File: src/rtl/firebird7_in_gate1_tessent_data_mux_nsrc_sync.sv
// Glitch-safe IJTAG/functional data mux: every source switchover drives SAFE_VALUE for
// SETTLE cycles before the new source appears on the registered output.
module firebird7_in_gate1_tessent_data_mux_nsrc_sync #(
  parameter int unsigned      WIDTH      = 19,
  parameter int unsigned      NUM_SRC    = 4,
  parameter int unsigned      SETTLE     = 2,
  parameter logic [WIDTH-1:0] SAFE_VALUE = '0,
  localparam int unsigned     SEL_W      = (NUM_SRC > 2) ? $clog2(NUM_SRC) : 1
) (
  input  logic                         ijtag_tck,
  input  logic                         ijtag_reset,
  input  logic [SEL_W-1:0]             ijtag_select,
  input  logic [WIDTH-1:0]             functional_data_in,
  input  logic [(NUM_SRC-1)*WIDTH-1:0] ijtag_data_in,
  input  logic                         capture_en,
  output logic [WIDTH-1:0]             data_out,
  output logic [SEL_W-1:0]             active_sel,
  output logic                         switching,
  output logic                         sel_err,
  output logic [WIDTH-1:0]             capture_data
);

  localparam int unsigned      CNT_W      = $clog2(SETTLE + 1);
  localparam int unsigned      NUM_SLOT   = 1 << SEL_W;
  localparam logic [CNT_W-1:0] CNT_RELOAD = CNT_W'(SETTLE - 1);

  typedef enum logic {StSteady, StSettle} state_e;

  state_e             state_q, state_d;
  logic [SEL_W-1:0]   active_q, active_d;
  logic [SEL_W-1:0]   pending_q, pending_d;
  logic [CNT_W-1:0]   cnt_q, cnt_d;
  logic [WIDTH-1:0]   data_q, data_d;
  logic               switching_q, switching_d;
  logic               sel_err_q, sel_err_d;
  logic [WIDTH-1:0]   capture_q, capture_d;

  // Pad the source table to a full power of two so any select value indexes safely.
  logic [WIDTH-1:0]   src [NUM_SLOT];
  logic               sel_ok;

  assign src[0] = functional_data_in;

  for (genvar n = 1; n < NUM_SRC; n++) begin : g_src
    assign src[n] = ijtag_data_in[(n-1)*WIDTH +: WIDTH];
  end

  for (genvar n = NUM_SRC; n < NUM_SLOT; n++) begin : g_pad
    assign src[n] = SAFE_VALUE;
  end

  assign sel_ok = (32'(ijtag_select) < NUM_SRC);

  always_comb begin
    state_d     = state_q;
    active_d    = active_q;
    pending_d   = pending_q;
    cnt_d       = cnt_q;
    data_d      = data_q;
    switching_d = switching_q;
    sel_err_d   = sel_err_q | ~sel_ok;
    capture_d   = capture_en ? functional_data_in : capture_q;

    unique case (state_q)
      StSteady: begin
        if (sel_ok && (ijtag_select != active_q)) begin
          state_d     = StSettle;
          pending_d   = ijtag_select;
          cnt_d       = CNT_RELOAD;
          data_d      = SAFE_VALUE;
          switching_d = 1'b1;
        end else begin
          data_d      = src[active_q];
        end
      end
      StSettle: begin
        // A fresh in-range request restarts the safe window, even if it names active_sel.
        if (sel_ok && (ijtag_select != pending_q)) begin
          pending_d   = ijtag_select;
          cnt_d       = CNT_RELOAD;
          data_d      = SAFE_VALUE;
          switching_d = 1'b1;
        end else if (cnt_q != '0) begin
          cnt_d       = cnt_q - CNT_W'(1);
          data_d      = SAFE_VALUE;
          switching_d = 1'b1;
        end else begin
          state_d     = StSteady;
          active_d    = pending_q;
          data_d      = src[pending_q];
          switching_d = 1'b0;
        end
      end
      default: begin
        state_d     = StSteady;
        data_d      = SAFE_VALUE;
        switching_d = 1'b0;
      end
    endcase
  end

  always_ff @(posedge ijtag_tck or negedge ijtag_reset) begin
    if (!ijtag_reset) begin
      state_q     <= StSteady;
      active_q    <= '0;
      pending_q   <= '0;
      cnt_q       <= '0;
      data_q      <= SAFE_VALUE;
      switching_q <= 1'b0;
      sel_err_q   <= 1'b0;
      capture_q   <= '0;
    end else begin
      state_q     <= state_d;
      active_q    <= active_d;
      pending_q   <= pending_d;
      cnt_q       <= cnt_d;
      data_q      <= data_d;
      switching_q <= switching_d;
      sel_err_q   <= sel_err_d;
      capture_q   <= capture_d;
    end
  end

  assign data_out     = data_q;
  assign active_sel   = active_q;
  assign switching    = switching_q;
  assign sel_err      = sel_err_q;
  assign capture_data = capture_q;

endmodule

File: config.mk
export PLATFORM = sky130hd
export DESIGN_NAME = firebird7_in_gate1_tessent_data_mux_nsrc_sync
export DESIGN_NICKNAME = d
export VERILOG_FILES = /design/src/rtl/firebird7_in_gate1_tessent_data_mux_nsrc_sync.sv
export SDC_FILE = /design/constraint.sdc
export NUM_CORES = 1
export LEC_CHECK = 0
export ABC_CLOCK_PERIOD_IN_PS = 1900
export BUFFER_PORTS_ARGS = -buffer_cell sky130_fd_sc_hd__buf_2
export CAP_MARGIN = 20
export CORE_MARGIN = 3
export CORE_UTILIZATION = 48
export CTS_CLUSTER_DIAMETER = 200
export DETAILED_ROUTE_END_ITERATION = 6
export PLACE_DENSITY = 0.88
export SYNTH_ARGS = -nofsm -noshare
export SYNTH_HDL_FRONTEND = slang
export SYNTH_SLANG_ARGS = --single-unit
File: constraint.sdc
create_clock -name ijtag_tck -period 1.9 [get_ports ijtag_tck]
set_clock_uncertainty 0.15 [all_clocks]
set_input_delay 0.38 -clock ijtag_tck [delete_from_list [all_inputs] [get_ports ijtag_tck]]
set_output_delay 0.38 -clock ijtag_tck [all_outputs]
set_load 0.02 [all_outputs]
==> results of run 1 <==
-- synth_stat cells (2+ instances only) --
library cell  instances
a22o_1               19
and2_1                2
buf_2                 3
buf_6                 6
clkbuf_8              4
dfrtp_1              46
inv_1                 4
mux2_2               23
mux4_2               37
nand3_1               2
nand4_1               2
nor2_1                2
xnor2_1               4
-- sequential cells by signal, indices dropped and copies added, names as in the netlist --
name,cells
state_q,1
switching,1
capture_data,19
cnt_q,2
data_out,19
active_sel,2
pending_q,2
-- kinds of logic (layout without fill, tap and decap cells) --
family                     Yosys count  in the layout  synth area share
adders and majority gates            1              1           0.00454
and+or+nand+nor                     10             10            0.0205
other                                1              1           0.00136
DFF                                 46             46             0.418
muxes                               61             61             0.406
AOI/OAI and AO/OA                   23             23            0.0723
buffers and inverters               20            148            0.0641
xor gates and xnor gates             4              4            0.0127
-- power groups by stage --
stage          logic (W)  clock network (W)  registers (W)
5_1_grt          0.00184           0.000919        0.00122
2_1_floorplan    0.00109                  0        0.00139
4_1_cts          0.00171           0.000879        0.00121
3_5_place_dp     0.00170                  0        0.00122
6_report         0.00170           0.000871        0.00121
3_3_place_gp     0.00164                  0        0.00122
-- critical path: stages, from the launching register on --
cell     delay (ns)
dfrtp_1        0.40
inv_1          0.11
ha_1           0.21
and2_1         0.16
and3_2         0.45
a22o_1         0.24
-- worst paths after layout --
| path | to | slack [ns] |
|---|---|---|
| max in group asynchronous | capture_data[5] | 1.20 |
| hold reg to reg | switching | 0.35 |
| setup reg to reg | data_out[3] | 0.11 |
| setup / recovery | data_out[3] | 0.11 |
| min in group ijtag_tck | capture_data[15] | 0.19 |
| hold / removal | state_q | 0.003 |
-- routing by layer --
layer  GRT usage  wire [um]  vias up
met3      0.0373        473       15
met1       0.265       2590     1117
li1            -          -      932
met5           0          0        -
met2       0.416       3980       99
met4      0.0714        132        0
-- area by class of cell --
| class | instances | area (um2) |
|---|---|---|
| fillers | 400 | 1790 |
| clock inverters | 3 | 68.8 |
| multi-input cells | 100 | 1430 |
| repair buffers | 136 | 731 |
| well taps | 70 | 87.6 |
| inverters | 4 | 15.0 |
| flip-flops and latches | 46 | 1150 |
| clock buffers | 5 | 68.8 |
-- stage by stage --
stage / instances / worst slack, ns / cell area [um2] / power (W) / utilization
5_1_grt: 364 / 0.00631 / 3550 / 0.00397 / 0.665
6_report: 364 / 0.110 / 3550 / 0.00378 / 0.665
3_5_place_dp: 356 / 0.183 / 3410 / 0.00293 / 0.639
4_1_cts: 364 / 0.131 / 3550 / 0.00380 / 0.665
3_3_place_gp: 356 / 0.244 / 3410 / 0.00286 / 0.639
2_1_floorplan: 166 / 0.221 / 2750 / 0.00248 / -
==> reports/summary.txt, run 1 <==
Final #Nets -> 375
initial antenna violation count -> 0
status -> completed
Antenna Cells -> 0
Clock Sinks -> 46
hold_buf cts -> 0
synth unique cells -> 25
final setup vio count -> 0
CTS root buffer -> clkbuf_8
Post-CTS Setup Inserts -> 0
Synth Instances -> 166
asr flop ratio synth -> 1.00
cell accounting for the most synthesized area -> dfrtp_1
Critical Path AT -> 1.87 ns
Worst setup startpoint -> cnt_q[1]
Cell Int Power -> 0.00255 W
RSZ-0062 raised after global routing -> false
CP Max Fanout -> 20
critical path class -> register to register
Leak -> 1.69 nW
combinational power share -> 0.450
Post-synth top flop -> dfrtp_1
Area contributors post-synth -> dfrtp_1, mux4_2, mux2_2
DRC viols -> 0
H-tree levels -> 2
Fin Hold WS -> 0.00306 ns
Starting Density -> 0.516
power share of the clock group -> 0.231
switch share -> 0.324
Area Overhead vs Synth -> 28.9%
vias in the first global route -> 2273
DP HPWL -> 5600 um
worst skew pair latency -> 0.30 ns
first-pass GRT wire length -> 11200 um
area share of the largest cell type after synthesis -> 0.418
Crit path required time -> 1.98 ns
clk slew on worst S/H paths -> 0.10 ns
CTS Buf Count -> 5
VDD IR-drop max -> 0.538 mV
DRT antenna net count -> 0
Hold WC Path Type -> input pin to asynchronous set/reset pin
Core ar. -> 5340 um2
DRT Wirelength -> 7180 um
Die Span X -> 81.7 um
Resize count post-CTS -> 0
Ports -> 123
routed vias -> 2163
WL/cell -> 19.7 um
commonest non-fill, non-tap cell in the layout -> buf_2
EDFF count, synth -> 0
Startpoint Class -> register
R2R Path Start -> cnt_q[1]
setup_tns -> 0 ns
Final Hold Fails -> 0
Max transition margin -> 0.614
Rows -> 26
Slew Limit Fails -> 0
PD cells -> 1070 nW/um2
post-synthesis register bit count -> 46
Final GP Congestion -> 0.861
drt first-iter violations -> 102
CTS tree -> built
reg2reg path depth -> 5
Synth Net Count -> 248
Fmax -> 559 MHz
P_sw -> 0.00123 W
fin crit share -> 0.942
Syn Area/Cell -> 16.6 um2
remaining global-route overflow -> 0
share of layout cells above drive strength 1 -> 0.701
register area share after synthesis -> 0.418
Slew @ Worst Pin -> 0.579 ns
GRT Total Usage -> 0.225
Die H -> 81.7 um
Flop pwr share -> 0.319
port buffer count -> 121
Warnings, synthesis -> 0
die area -> 6680 um2
DR pass1 iterations -> 4
most frequent cells in the layout -> buf_2, dfrtp_1, mux4_2, mux2_2, a22o_1
largest net degree at the start of global routing -> 47
post-layout min period -> 1.79 ns
Via density -> 5.94
number of max-cap violations -> 0
CTS Buffer Depth -> 2
synthesized area -> 2750 um2
CP Capture Type -> register
No activity file was read; power rests on OpenSTA's default activity.
==> inputs of run 2 (changes only) <==
--- a/config.mk
+++ b/config.mk
@@ -12,7 +12,7 @@
 export CORE_UTILIZATION = 48
 export CTS_CLUSTER_DIAMETER = 200
 export DETAILED_ROUTE_END_ITERATION = 6
-export PLACE_DENSITY = 0.88
+export PLACE_DENSITY_LB_ADDON = 0.08
 export SYNTH_ARGS = -nofsm -noshare
 export SYNTH_HDL_FRONTEND = slang
 export SYNTH_SLANG_ARGS = --single-unit
==> run 2 against run 1 <==
Net effect:
- count of clock-buffer cells in the layout increased by 2
- worst hold slack improved by 0.20 ns
- utilization decreased by 0.63 points
- maximum frequency increased by 2.7%
- critical path depth unchanged
- combinational power decreased by 2%
- largest cell class unchanged
- worst setup slack improved by 0.048 ns
- power decreased by 8.2%
- final area decreased by 0.95%
- via count decreased by 3.9%
- sequential power about the same
==> reports/summary.txt, run 2 (synthesis results as in run 1) <==
status -> completed
Rows -> 26
reg2reg path depth -> 5
CP Max Fanout -> 20
die area -> 6680 um2
most frequent cells in the layout -> buf_2, dfrtp_1, mux4_2, mux2_2, a22o_1
Area Overhead vs Synth -> 27.6%
Hold WC Path Type -> input pin to register
vias in the first global route -> 2186
DR pass1 iterations -> 4
Design Power -> 0.00347 W
Final GP Congestion -> 0.773
clk slew on worst S/H paths -> 0.08 ns
Core ar. -> 5340 um2
post-layout min period -> 1.74 ns
Starting Density -> 0.516
Clock Sinks -> 46
Via density -> 5.74
CTS Buffer Depth -> 2
R2R Path Start -> cnt_q[0]
WL/cell -> 18.7 um
Cell Int Power -> 0.00231 W
GRT Total Usage -> 0.209
Die H -> 81.7 um
Resize count post-CTS -> 0
Fin Hold WS -> 0.200 ns
Crit path required time -> 1.98 ns
initial antenna violation count -> 0
Worst R2R Setup Slack -> 0.16 ns
end of the critical path -> data_out[1]
combinational power share -> 0.479
remaining global-route overflow -> 0
PD cells -> 987 nW/um2
H-tree levels -> 2
Slew Limit Fails -> 0
DRT Wirelength -> 6770 um
share of layout cells above drive strength 1 -> 0.692
Final Hold Fails -> 0
Startpoint Class -> register
P_sw -> 0.00116 W
Post-CTS Setup Inserts -> 0
commonest non-fill, non-tap cell in the layout -> buf_2
CTS tree -> built
VDD IR-drop max -> 0.905 mV
drt first-iter violations -> 64
number of max-cap violations -> 0
DP HPWL -> 5340 um
# placed instances -> 353
RSZ-0062 raised after global routing -> false
Fmax -> 574 MHz
first-pass GRT wire length -> 10300 um
final setup vio count -> 0
Die Span X -> 81.7 um
power share of the clock group -> 0.173
CTS root buffer -> clkbuf_8
fin cells -> 362
Flop pwr share -> 0.348
routed vias -> 2078
setup_tns -> 0 ns
port buffer count -> 121
worst r2r dst -> data_out[1]
Critical Path AT -> 1.83 ns
worst skew pair latency -> 0.29 ns
switch share -> 0.335
Ports -> 123
Antenna Cells -> 0
CP Capture Type -> register
Worst setup startpoint -> cnt_q[0]
fin crit share -> 0.917
critical path class -> register to register
largest net degree at the start of global routing -> 28
DRC viols -> 0
Leak -> 1.67 nW
CTS Buf Count -> 5
DRT antenna net count -> 0
Final #Nets -> 373
hold_buf cts -> 1
run 2: cell count changes in the layout (fill, tap and decap cells not counted):
cell           delta
clkbuf_1          +1
clkbuf_8          +1
clkinv_4          -1
buf_12            +2
bufinv_16         -2
buf_4             -5
clkinv_2          +1
dlygate4sd3_1     +1
run 2: layout make-up:
| cell class | instances | area (um2) |
|---|---|---|
| fill | 424 | 1820 |
| multi-input combinational | 100 | 1430 |
| sequential | 46 | 1150 |
| timing repair buffer | 134 | 743 |
| tap | 70 | 87.6 |
| clock buffer | 7 | 86.3 |
| inverter | 4 | 15.0 |
| clock inverter | 1 | 5.00 |
run 2: routing by layer:
metal | part of all wire | GRT usage | up-vias
met4 | 0.010 | 0.0631 | 0
li1 | - | - | 928
met5 | 0 | 0 | -
met2 | 0.53 | 0.363 | 91
met1 | 0.39 | 0.260 | 1051
met3 | 0.073 | 0.0471 | 8
run 2: power groups by stage:
| stage | sequential, W | clock (W) | combinational (W) |
|---|---|---|---|
| finish | 0.00121 | 0.000599 | 0.00166 |
| global route | 0.00122 | 0.000670 | 0.00180 |
| CTS | 0.00121 | 0.000627 | 0.00168 |
| detailed placement | 0.00123 | 0 | 0.00168 |
| global placement | 0.00122 | 0 | 0.00164 |
| floorplan | 0.00139 | 0 | 0.00109 |
run 2: how the worst min path moves through the flow:
stage / to / startpoint / cells past startpoint / slack [ns]
final: capture_data[10] / functional_data_in[10] / 2 / 0.20
after global routing: capture_data[8] / functional_data_in[8] / 2 / 0.19
after floorplan: active_sel[0] / ijtag_reset / 0 / -0.07
after global placement: capture_data[11] / ijtag_reset / 1 / 0.21
after CTS: capture_data[1] / functional_data_in[1] / 2 / 0.19
after detailed placement: capture_data[10] / ijtag_reset / 1 / 0.21
run 2: worst max-delay path, cell delays in order (launching register included):
cell,delay (ns)
dfrtp_1,0.37
inv_1,0.10
ha_1,0.22
and2_1,0.16
and3_2,0.46
a22o_1,0.22
run 2: through the flow:
| step | util | worst slack, ns | cell area (um2) |
|---|---|---|---|
| after CTS | 0.659 | 0.166 | 3510 |
| final | 0.659 | 0.158 | 3510 |
| after detailed placement | 0.640 | 0.197 | 3410 |
| after global routing | 0.659 | 0.0345 | 3510 |
| after floorplan | - | 0.221 | 2750 |
| after global placement | 0.640 | 0.217 | 3410 |
